**src/rtl/uart_pkg.sv**
```systemverilog
// Shared UART definitions: receiver state encoding and bit-timing helpers
// used by both the receiver and the transmitter.
package uart_pkg;

    typedef enum logic [2:0] {
        StIdle,
        StStart,
        StData,
        StStop,
        StBreak
    } rx_state_e;

    function automatic int unsigned cycles_per_bit(input int unsigned clock_freq,
                                                   input int unsigned bit_rate);
        return clock_freq / bit_rate;
    endfunction

    function automatic int unsigned half_bit_cycles(input int unsigned clock_freq,
                                                    input int unsigned bit_rate);
        return cycles_per_bit(clock_freq, bit_rate) / 2;
    endfunction

endpackage

```
**src/rtl/sync_fifo.sv**
```systemverilog
// Single-clock FIFO with first-word fall-through read. A write while full is
// accepted only when a read happens in the same cycle.
module sync_fifo #(
    parameter int unsigned WIDTH = 8,
    parameter int unsigned DEPTH = 16
) (
    input  logic                     clk,
    input  logic                     reset,
    input  logic                     wr_en,
    input  logic [WIDTH-1:0]         wr_data,
    input  logic                     rd_en,
    output logic [WIDTH-1:0]         rd_data,
    output logic                     empty,
    output logic                     full,
    output logic [$clog2(DEPTH):0]   count
);

    localparam int unsigned AW = $clog2(DEPTH);
    localparam int unsigned CW = AW + 1;

    logic [WIDTH-1:0] mem_q [DEPTH];
    logic [AW-1:0]    wr_ptr_q, rd_ptr_q;
    logic [CW-1:0]    count_q;
    logic             wr_accept, rd_accept;

    assign empty     = (count_q == '0);
    assign full      = (count_q == CW'(DEPTH));
    assign count     = count_q;
    assign rd_accept = rd_en & ~empty;
    assign wr_accept = wr_en & (~full | rd_en);
    // Head reads as zero while empty so the output is defined out of reset.
    assign rd_data   = empty ? '0 : mem_q[rd_ptr_q];

    always_ff @(posedge clk) begin
        if (wr_accept) begin
            mem_q[wr_ptr_q] <= wr_data;
        end
    end

    always_ff @(posedge clk or posedge reset) begin
        if (reset) begin
            wr_ptr_q <= '0;
            rd_ptr_q <= '0;
            count_q  <= '0;
        end else begin
            if (wr_accept) begin
                wr_ptr_q <= wr_ptr_q + 1'b1;
            end
            if (rd_accept) begin
                rd_ptr_q <= rd_ptr_q + 1'b1;
            end
            if (wr_accept && !rd_accept) begin
                count_q <= count_q + 1'b1;
            end else if (!wr_accept && rd_accept) begin
                count_q <= count_q - 1'b1;
            end
        end
    end

endmodule

```
**src/rtl/uart_rx_fifo.sv**
```systemverilog
// 8N1 UART receiver: synchronises rx, samples each bit mid-period, checks the
// stop bit and buffers good bytes in a FWFT FIFO.
module uart_rx_fifo
    import uart_pkg::*;
#(
    parameter int unsigned CLOCK_FREQ   = 27000000,
    parameter int unsigned BIT_RATE     = 9600,
    parameter int unsigned FIFO_DEPTH   = 16,
    parameter int unsigned PAYLOAD_BITS = 8
) (
    input  logic                    clk,
    input  logic                    reset,
    input  logic                    rx,
    input  logic                    rd_en,
    output logic [PAYLOAD_BITS-1:0] rd_data,
    output logic                    empty,
    output logic                    full,
    output logic                    frame_err,
    output logic                    overrun
);

    localparam int unsigned CPB   = cycles_per_bit(CLOCK_FREQ, BIT_RATE);
    localparam int unsigned HALF  = half_bit_cycles(CLOCK_FREQ, BIT_RATE);
    localparam int unsigned CNT_W = $clog2(CPB + 1);
    localparam int unsigned BIT_W = $clog2(PAYLOAD_BITS + 1);
    localparam int unsigned FCW   = $clog2(FIFO_DEPTH) + 1;

    logic       sync1_q, rx_s_q;
    logic [1:0] sync_vld_q;
    logic       seen_high_q;

    // sync_vld_q masks the reset value of the synchroniser so that a line held
    // low through reset is never mistaken for an idle-high line.
    always_ff @(posedge clk or posedge reset) begin
        if (reset) begin
            sync1_q     <= 1'b1;
            rx_s_q      <= 1'b1;
            sync_vld_q  <= '0;
            seen_high_q <= 1'b0;
        end else begin
            sync1_q    <= rx;
            rx_s_q     <= sync1_q;
            sync_vld_q <= {sync_vld_q[0], 1'b1};
            if (sync_vld_q[1] && rx_s_q) begin
                seen_high_q <= 1'b1;
            end
        end
    end

    rx_state_e               state_q, state_d;
    logic [CNT_W-1:0]        cnt_q, cnt_d;
    logic [BIT_W-1:0]        bit_q, bit_d;
    logic [PAYLOAD_BITS-1:0] shift_q, shift_d;
    logic                    push;
    logic                    frame_err_d, frame_err_q;
    logic                    overrun_d, overrun_q;
    logic [FCW-1:0]          fifo_count;

    always_comb begin
        state_d     = state_q;
        cnt_d       = cnt_q;
        bit_d       = bit_q;
        shift_d     = shift_q;
        push        = 1'b0;
        frame_err_d = 1'b0;
        unique case (state_q)
            StIdle: begin
                if (seen_high_q && !rx_s_q) begin
                    state_d = StStart;
                    cnt_d   = '0;
                end
            end
            StStart: begin
                if (cnt_q == CNT_W'(HALF - 1)) begin
                    cnt_d   = '0;
                    bit_d   = '0;
                    state_d = rx_s_q ? StIdle : StData;
                end else begin
                    cnt_d = cnt_q + 1'b1;
                end
            end
            StData: begin
                if (cnt_q == CNT_W'(CPB - 1)) begin
                    cnt_d   = '0;
                    shift_d = {rx_s_q, shift_q[PAYLOAD_BITS-1:1]};
                    if (bit_q == BIT_W'(PAYLOAD_BITS - 1)) begin
                        state_d = StStop;
                    end else begin
                        bit_d = bit_q + 1'b1;
                    end
                end else begin
                    cnt_d = cnt_q + 1'b1;
                end
            end
            StStop: begin
                if (cnt_q == CNT_W'(CPB - 1)) begin
                    cnt_d = '0;
                    if (rx_s_q) begin
                        push    = 1'b1;
                        state_d = StIdle;
                    end else begin
                        frame_err_d = 1'b1;
                        state_d     = StBreak;
                    end
                end else begin
                    cnt_d = cnt_q + 1'b1;
                end
            end
            StBreak: begin
                if (rx_s_q) begin
                    state_d = StIdle;
                end
            end
            default: state_d = StIdle;
        endcase
    end

    // A simultaneous pop frees the slot, so only an unaccompanied push is lost.
    assign overrun_d = push & (fifo_count == FCW'(FIFO_DEPTH)) & ~rd_en;

    always_ff @(posedge clk or posedge reset) begin
        if (reset) begin
            state_q     <= StIdle;
            cnt_q       <= '0;
            bit_q       <= '0;
            shift_q     <= '0;
            frame_err_q <= 1'b0;
            overrun_q   <= 1'b0;
        end else begin
            state_q     <= state_d;
            cnt_q       <= cnt_d;
            bit_q       <= bit_d;
            shift_q     <= shift_d;
            frame_err_q <= frame_err_d;
            overrun_q   <= overrun_d;
        end
    end

    assign frame_err = frame_err_q;
    assign overrun   = overrun_q;

    sync_fifo #(
        .WIDTH(PAYLOAD_BITS),
        .DEPTH(FIFO_DEPTH)
    ) u_fifo (
        .clk    (clk),
        .reset  (reset),
        .wr_en  (push),
        .wr_data(shift_d),
        .rd_en  (rd_en),
        .rd_data(rd_data),
        .empty  (empty),
        .full   (full),
        .count  (fifo_count)
    );

endmodule
```
**config.mk**
```make
export PLATFORM = sky130hd
export DESIGN_NAME = uart_rx_fifo
export DESIGN_NICKNAME = d
export VERILOG_FILES = /design/src/rtl/uart_pkg.sv /design/src/rtl/sync_fifo.sv /design/src/rtl/uart_rx_fifo.sv
export SDC_FILE = /design/constraint.sdc
export NUM_CORES = 1
export LEC_CHECK = 0
export ABC_AREA = 1
export CORE_ASPECT_RATIO = 1.1
export CORE_MARGIN = 5
export CORE_UTILIZATION = 62
export DETAILED_ROUTE_END_ITERATION = 12
export PLACE_DENSITY = 0.79
export SETUP_SLACK_MARGIN = 0.02
export SYNTH_ARGS = -nofsm -noshare
export SYNTH_HDL_FRONTEND = slang
export SYNTH_SLANG_ARGS = --single-unit
```
**constraint.sdc**
```tcl
create_clock -name clk -period 3.9 [get_ports clk]
set_clock_uncertainty 0.2 [all_clocks]
set_input_delay 0.78 -clock clk [delete_from_list [all_inputs] [get_ports clk]]
set_output_delay 0.78 -clock clk [all_outputs]
set_load 0.005 [all_outputs]
```
==> reports/results.tsv <==
metric	value	unit
outcome	complete, no violations	
unrepaired setup endpoints after global routing	false	
Area Growth Syn to Fin	12.2	%
Leak Pwr	3.61	nW
Yosys top cell by area	edfxtp_1	
R2R cell count	16	
worst hold stages	0	
Vias	5477	
Clock Latency Late Sink	0.43	ns
Synth Cell Area	7780	um2
Worst VDD drop	0.471	mV
arrival time at the worst endpoint	2.68	ns
routed wire length on met3	1400	um
DP HPWL	11300	um
flop-to-flop setup slack	0.91	ns
final hold violation count	0	
Die ar.	14900	um2
CTS H-tree lvls	4	
most common cell after layout, fill and taps aside	nand2_1	
Clock Sinks	175	
most frequent cells in the layout	241 x nand2_1, 128 x edfxtp_1, 117 x nand3_1	
1st-iter DRT viols	605	
final WL	17200	um
Starting Density	62.3	%
warnings from Yosys	0	
Setup Buffers After CTS	0	
I/O pins	16	
fmax	273	MHz
Seq/Total Area, Yosys	64.6	%
initial antenna violation count	0	
Die Y	127	um
max-slew violations	0	
met2 WL	8940	um
Fin Setup TNS	0	ns
WHS Endpoint	rx_s_q	
largest net degree at the start of global routing	66	
pre-CTS WS	0.689	ns
Least-Margin Pin Slew	0.865	ns
highest metal used	met4	
area of the multi-input gates	2430	um2
CTS buffer count	17	
fin crit share	93.9	%
post-synthesis register bit count	175	
hold_ws	0.158	ns
Slew headroom	42.1	%
number of max-cap violations	0	
Critical R2R Launch	cnt_q[0]	
crit path max fanout	65	
HP Start	sync1_q	
number of diodes	0	
gpl congestion	0.908	
share of layout cells above drive strength 1	10.1	%
CP Class	register to output pin	
clock slew at reported path FFs	0.06	ns
first-pass GRT wire length	27900	um
Seq. cell area	5030	um2
Power Dens Cells	617	nW/um2
startpoint types	register	
GRT Overall Usage	24.9	%
NumNets Final	798	
Yosys top cell area share	49.4	%
CTS tree	built	
Synth area leaders	edfxtp_1 49%, dfrtp_1 14%, nand2_1 12%	
Antenna Violating Nets Remaining	0	
synth unique cells	36	
Clock Path Buffers	2	
Worst setup EP type	output pin	
Fillers	913	
Std-Cell Rows	43	
clk root buf	clkbuf_16	
Worst R2R End	u_fifo.count[4]	
Pre-Repair DR Iteration Count	5	
Syn Nets	773	
final setup fails	0	
HP Class	register to register	
vias in the first global route	5536	
placeable core region	12500	um2
DRC errors left	0	
Syn Area/Cell	10.3	um2
Via-to-Cell Ratio	5.76	
Port Buffer Count	15	
wl on met1	6450	um
Gate Count Post-Synth	756	
Worst EP required	2.92	ns
min Tclk post-route	3.66	ns
Final Worst Setup Slack	0.237	ns
die width	117	um
DR WL/cell	18.1	um
global route overflow	0	
[kinds of logic (layout without fill, tap and decap cells)]
family          after synthesis  in the layout  share of synthesized area (%)
xor+xnor                     15             15                           1.69
flops                       175            175                           64.6
buf+inv                      76            114                           4.12
fa+ha+maj                    13             13                           2.19
compound gates               41             41                           2.80
simple gates                435            435                           24.6
other cells                   1              1                         0.0482
[worst max-delay path, stage by stage, from the launching register on]
cell and delay (ns):
dfrtp_4 0.64, inv_2 0.13, buf_12 0.27, nand2_1 0.08, nand3_1 0.09, nand3_1 0.15
nand2_1 0.10, nand2_1 0.05, a21oi_1 0.20, clkdlybuf4s50_1 0.54
[registers in the layout, summed over array words and instances, names as in the netlist, 2 cells and up]
signal,cells
u_fifo.count,5
u_fifo.rd_ptr_q,4
shift_q,8
u_fifo.wr_ptr_q,4
sync_vld_q,2
u_fifo.mem_q,128
state_q,3
cnt_q,12
bit_q,4
[power by group]
| part | switching [mW] | leakage, nW | internal [mW] |
|---|---|---|---|
| clock | 0.663 | 0.273 | 1.00 |
| combinational | 0.971 | 1.24 | 0.537 |
| sequential | 0.144 | 2.10 | 2.06 |
| total | 1.78 | 3.61 | 3.60 |
[synthesized netlist by cell type]
master,count
fa_1,1
nand2_1,241
xnor2_1,3
nand2_2,6
nor3_1,8
buf_6,1
nor2_1,40
dfstp_2,2
a21o_1,1
clkinv_4,1
inv_2,11
nor3_4,1
xor2_1,12
nor2_4,2
nand3_4,2
clkbuf_1,5
a21oi_1,19
nand3_1,117
o22ai_1,3
nor3_2,1
buf_1,3
conb_1,1
o22a_1,1
o21ai_0,6
nand3b_1,2
nand4_1,8
buf_2,18
clkinv_1,2
edfxtp_1,128
nor2_2,6
a31oi_1,2
dfrtp_1,45
inv_1,35
o21ai_1,9
nor3b_1,1
ha_1,12
[what timing repair did]
| action | CTS | global route |
|---|---|---|
| hold buffers | 0 | 0 |
| gates resized for setup | 0 | 1 |
| setup endpoints to repair | 0 | 4 |
[cell type report]
cell class / count / share of cell area, %
timing repair buffer: 33 / 3.41
clock buffer: 21 / 5.05
inverter: 49 / 2.17
clock inverter: 11 / 1.62
multi-input combinational: 505 / 27.9
sequential: 175 / 57.6
tap: 157 / 2.25
[through the flow]
step | area (um2) | instances | utilization (%) | power (mW)
6_report | 8730 | 951 | 69.9 | 5.38
5_1_grt | 8730 | 951 | 69.9 | 5.68
4_1_cts | 8720 | 951 | 69.9 | 5.38
2_1_floorplan | 7780 | 756 | - | 3.24
3_3_place_gp | 8140 | 919 | 65.2 | 3.66
3_5_place_dp | 8140 | 919 | 65.2 | 3.71
[how the worst max path moves through the flow]
| stage | from | slack, ns | depth (start not counted) | to |
|---|---|---|---|---|
| 6_report | u_fifo.rd_ptr_q[0] | 0.24 | 9 | rd_data[7] |
| 5_1_grt | u_fifo.rd_ptr_q[0] | 0.05 | 9 | rd_data[7] |
| 4_1_cts | u_fifo.rd_ptr_q[0] | 0.20 | 8 | rd_data[7] |
| 3_5_place_dp | u_fifo.rd_ptr_q[0] | 0.69 | 8 | rd_data[7] |
| 3_3_place_gp | u_fifo.rd_ptr_q[0] | 0.75 | 8 | rd_data[3] |
| 2_1_floorplan | cnt_q[0] | 1.20 | 16 | u_fifo.count[4] |
[metal layers]
metal	track usage [%]	vias to the layer above
li1	-	2611
met1	31.4	2575
met2	41.2	258
met3	5.97	33
met4	10.7	0
met5	0	-
Power figures use the tool's default switching activity.
==> patch 1, RTL diff (same flow settings) <==
The parameter `PAYLOAD_BITS` goes from 8 to 16.
--- a/src/rtl/uart_rx_fifo.sv
+++ b/src/rtl/uart_rx_fifo.sv
@@ -8,3 +8,3 @@
     parameter int unsigned FIFO_DEPTH   = 16,
-    parameter int unsigned PAYLOAD_BITS = 8
+    parameter int unsigned PAYLOAD_BITS = 16
 ) (
Interface: changed (resized rd_data); port bits go from 16 to 24. The function was not compared with the original's and may differ.
==> patch 1 against the unedited design <==
- count of clock-buffer cells in the layout is 17 higher
- worst setup slack worse by 0.13 ns
- total power is 30% higher
- design area is 73% higher
- sequential cell count is 137 higher
- wire length is 75% higher
- area after synthesis is 73% higher
- first-iteration DRC count is 29% higher
==> patch 1: results <==
group,metric,value,unit
placement,hpwl,17.0,mm
synthesis,synth_cell_type_count,41,
setup_path,cp.arrival,2.81,ns
synthesis,synthArstFlopShare,17.9,%
pwr,p_leak,6.19,nW
setup_path,path_max_fanout,42,
detailed_routing,viasPerCell,5.75,
placement,portBuffers,23,
grt,grt_max_degree,67,
grt,antenna_found_initial,1,
grt,first_global_vias,8903,
finish,drive_gt1_share,10.7,%
grt,grt_pass1_wl,47.2,mm
finish,n_antenna_cell,0,
worst_hold_path,hold_path.class,"reg -> reg",
cts,clk_latency,0.55,ns
detailed_routing,drtPass1Iterations,5,
synthesis,synth_edf_count,256,
cts,cts-root-buf,"clkbuf_16",
synthesis,synth_area_leaders,"edfxtp_1 (57%), nand2_1 (12%), dfrtp_1 (10%)",
detailed_routing,drt_iter0_drc,781,
cts,numCtsBuffers,29,
synthesis,yosys_most_used_dff,"edfxtp_1",
grt,gr-usage-met3,3.45,%
run_status,status,"completed",
synthesis,yosysSeqAreaShare,67.7,%
placement,place_congestion,0.869,
detailed_routing,wl_per_cell,19.1,um
sta,tightest_slew,0.982,ns
finish,reg_top3,"u_fifo.mem_q: 256 flops, shift_q: 16 flops, cnt_q: 12 flops",
finish,fin_cells,1576,
synthesis,yosysWarnings,0,
synthesis,synth_fp_nets,1254,
grt,grt_use_total,24.9,%
cts,clk_path_buf_depth,3,
pwr,ir_drop,0.423,mV
cts,h-tree-depth,1,
placement,dp_cells,1522,
finish,fillCellCount,1465,
cts,cts.clk_slew.worst_paths,0.07,ns
setup_path,cp_slowest_stage_delay,0.59,ns
grt,met2_usage,42.6,%
synthesis,syn_area_per_cell,10.9,um2
grt,use_met1,32.5,%
synthesis,ys_top_cells_by_count,"nand2_1 (427), edfxtp_1 (256), nand3_1 (210), dfrtp_1 (54), nor2_1 (42)",
-- patch 1: repair_timing --
| action | in CTS | in global routing |
|---|---|---|
| pin swaps | 0 | 0 |
| hold buffers | 0 | 0 |
| setup endpoints to repair | 2 | 10 |
| setup buffers | 0 | 1 |
| resized for setup | 4 | 4 |
-- patch 1: metal layers --
layer / vias up / routed length [um] / share of wire [%]
met5: - / 9 / 0.030
met2: 404 / 15100 / 50
li1: 4287 / - / -
met3: 71 / 2450 / 8.1
met4: 2 / 906 / 3.0
met1: 4298 / 11700 / 39
-- patch 1: path summary, 6_finish.rpt --
| path | start | to | slack [ns] | depth (start not counted) |
|---|---|---|---|---|
| setup / recovery | u_fifo.rd_ptr_q[0] | rd_data[10] | 0.11 | 9 |
| hold / removal | sync_vld_q[0] | sync_vld_q[1] | 0.15 | 0 |
| setup reg to reg | cnt_q[0] | u_fifo.count[4] | 0.89 | 16 |
| hold reg to reg | sync_vld_q[0] | sync_vld_q[1] | 0.15 | 0 |
| max in group asynchronous | reset | rx_s_q | 2.39 | 3 |
| min in group asynchronous | reset | cnt_q[8] | 0.39 | 2 |
-- patch 1: logic make-up (layout without fill, tap and decap cells) --
| group | Yosys count | count (layout) | share of synthesized area, % |
|---|---|---|---|
| AO/OA/AOI/OAI | 56 | 56 | 2.16 |
| XOR/XNOR | 13 | 13 | 0.848 |
| flip-flops | 312 | 312 | 67.7 |
| other | 1 | 1 | 0.0279 |
| adder cells (fa/ha/maj) | 15 | 15 | 1.45 |
| buffers and inverters | 109 | 160 | 3.66 |
| AND/OR/NAND/NOR | 729 | 729 | 24.1 |
-- patch 1: area by class of cell --
cell class	count	area, um2	share of cell area [%]
multi-input combinational	814	3870	25.6
timing repair buffer	58	568	3.76
clock inverter	15	230	1.52
tap	290	363	2.40
clock buffer	38	800	5.29
inverter	49	185	1.23
sequential	312	9100	60.2
-- patch 1: report_power, final --
part	internal (W)	leakage, nW	switching [W]	total, W
combinational	0.0000922	1.97	0.000243	0.000335
sequential	0.00359	3.72	0.0000398	0.00363
clock	0.00184	0.508	0.00118	0.00301
-- patch 1: critical path: cells and delay by family, from the launching register on --
family,cells,cell delay [ns]
buf+inv,3,0.96
flops,1,0.59
simple gates,5,0.47
compound gates,1,0.21
-- patch 1: per-stage QoR --
stage / cell area, um2 / hold slack [ns] / setup slack (ns) / util (%) / power [W]
floorplan: 13400 / 0.131 / 1.14 / - / 0.00398
global placement: 14000 / 0.133 / 0.559 / 65.9 / 0.00403
detailed placement: 14000 / 0.135 / 0.488 / 65.9 / 0.00404
CTS: 15100 / 0.148 / 0.0774 / 70.8 / 0.00701
global route: 15100 / 0.159 / 0.0152 / 71.0 / 0.00720
finish: 15100 / 0.147 / 0.108 / 71.0 / 0.00698
==> patch 2, RTL diff (config.mk and constraints unchanged) <==
Without the edit above. `shift_q` no longer has a reset.
--- a/src/rtl/uart_rx_fifo.sv
+++ b/src/rtl/uart_rx_fifo.sv
@@ -125,3 +125,2 @@
             bit_q       <= '0;
-            shift_q     <= '0;
             frame_err_q <= 1'b0;
@@ -132,3 +131,2 @@
             bit_q       <= bit_d;
-            shift_q     <= shift_d;
             frame_err_q <= frame_err_d;
@@ -136,2 +134,6 @@
         end
+    end
+
+    always_ff @(posedge clk) begin
+        shift_q <= shift_d;
     end
Function: no difference found for any inputs over 10 cycles, from zero or initial values and one cycle with reset high; that may be too few to reach the edited logic, so the function may still have changed.
==> patch 2 against the unedited design <==
- worst setup slack better by 0.0047 ns
- sequential cell count is the same
- worst hold slack lost 0.00057 ns
- design area increased by 1.4%
- area after synthesis up 1.3%
- non-clock buffer count up 2
- wire length rose by 0.92%
Power is not compared: it rests on default switching activity, and its combinational part moved more than twofold at a synthesized area within 25%.
==> patch 2: results <==
group,metric,value,unit
run_status,status,"completed",
grt,grt_use_total,24.0,%
sta,max-slew-margin-rel,40.7,%
placement,dp_cells,954,
synthesis,synth_cell_type_count,37,
detailed_routing,wl_per_cell,17.6,um
finish,drive_gt1_share,8.69,%
synthesis,syn_area_per_cell,9.94,um2
grt,grt_pass1_wl,28.6,mm
setup_path,path_max_fanout,30,
placement,placed_area,8250,um2
detailed_routing,totalWireLength,17.4,mm
grt,first_global_vias,5767,
cts,numCtsBuffers,17,
synthesis,synth-adder-area-share,2.16,%
synthesis,synthArstFlopShare,22.3,%
detailed_routing,drt_iter0_drc,701,
finish,nNetsFinal,833,
synthesis,ys_top_cells_by_count,"nand2_1 (266), edfxtp_1 (128), nand3_1 (122), nor2_1 (55), inv_1 (43)",
placement,place_congestion,0.858,
grt,antenna_found_initial,0,
placement,hpwl,11.3,mm
synthesis,synth_compound_area_share,1.68,%
detailed_routing,viasPerCell,5.92,
synthesis,synth_fp_nets,810,
synthesis,synth_area_leaders,"edfxtp_1 (49%), nand2_1 (13%), dfrtp_1 (12%)",
synthesis,yosys_most_used_dff,"edfxtp_1",
synthesis,yosysSeqAreaShare,63.2,%
cts,clk_path_buf_depth,2,
grt,grt_max_degree,67,
grt,use_met1,29.3,%
placement,pre_cts_slack,0.485,ns
cts,cts.clk_slew.worst_paths,0.07,ns
grt,gr-usage-met3,4.77,%
cts,cts-root-buf,"clkbuf_16",
grt,met2_usage,42.9,%
synthesis,synth_xor_area_share,1.45,%
[patch 2: changes by cell type in the layout (fill, tap and decap cells not counted), moves of 11 or more]
cell,before,now
inv_2,12,1
nand4_1,8,20
nand2_1,241,266
nor2_1,40,55
[patch 2: cell type report]
cell class	count	area (um2)
Clock inverter	15	174
Sequential cell	175	4980
Timing Repair Buffer	35	329
Multi-Input combinational cell	540	2560
Tap cell	157	196
Inverter	47	181
Clock buffer	17	425
Fill cell	876	3680
[patch 2: power by group]
| part | switching [W] | internal (W) | total, W | leakage, nW |
|---|---|---|---|---|
| clock network | 0.000749 | 0.000964 | 0.00171 | 0.288 |
| logic | 0.000300 | 0.000105 | 0.000405 | 1.50 |
| registers | 0.0000555 | 0.00201 | 0.00207 | 1.76 |
| total | 0.00110 | 0.00308 | 0.00419 | 3.54 |
[patch 2: final timing paths]
path,from,endpoint,slack (ns),cells after the start
min in group asynchronous,reset,sync_vld_q[0],0.58,2
min reg2reg,sync1_q,rx_s_q,0.16,0
max in group asynchronous,reset,cnt_q[7],2.14,3
min,sync1_q,rx_s_q,0.16,0
max,u_fifo.rd_ptr_q[1],rd_data[3],0.24,8
max reg2reg,u_fifo.count[1],u_fifo.count[4],0.78,14
[patch 2: repair_timing]
item	in CTS	in global routing
endpoints found under the setup margin	0	1
hold buffers	0	0
gates resized for setup	0	1
[patch 2: critical path, cell delays in order (launching register included)]
cell and delay, ns:
dfrtp_1 0.54, inv_1 0.18, buf_4 0.28, nand3_1 0.13
nand3_1 0.12, nand2_1 0.15, nand2_1 0.08, a21oi_1 0.21
clkdlybuf4s50_1 0.54
[patch 2: routing by layer]
metal	wire length (um)	up-vias
met5	0	-
met4	273	0
met3	1250	28
met2	9180	287
met1	6670	2809
li1	-	2717
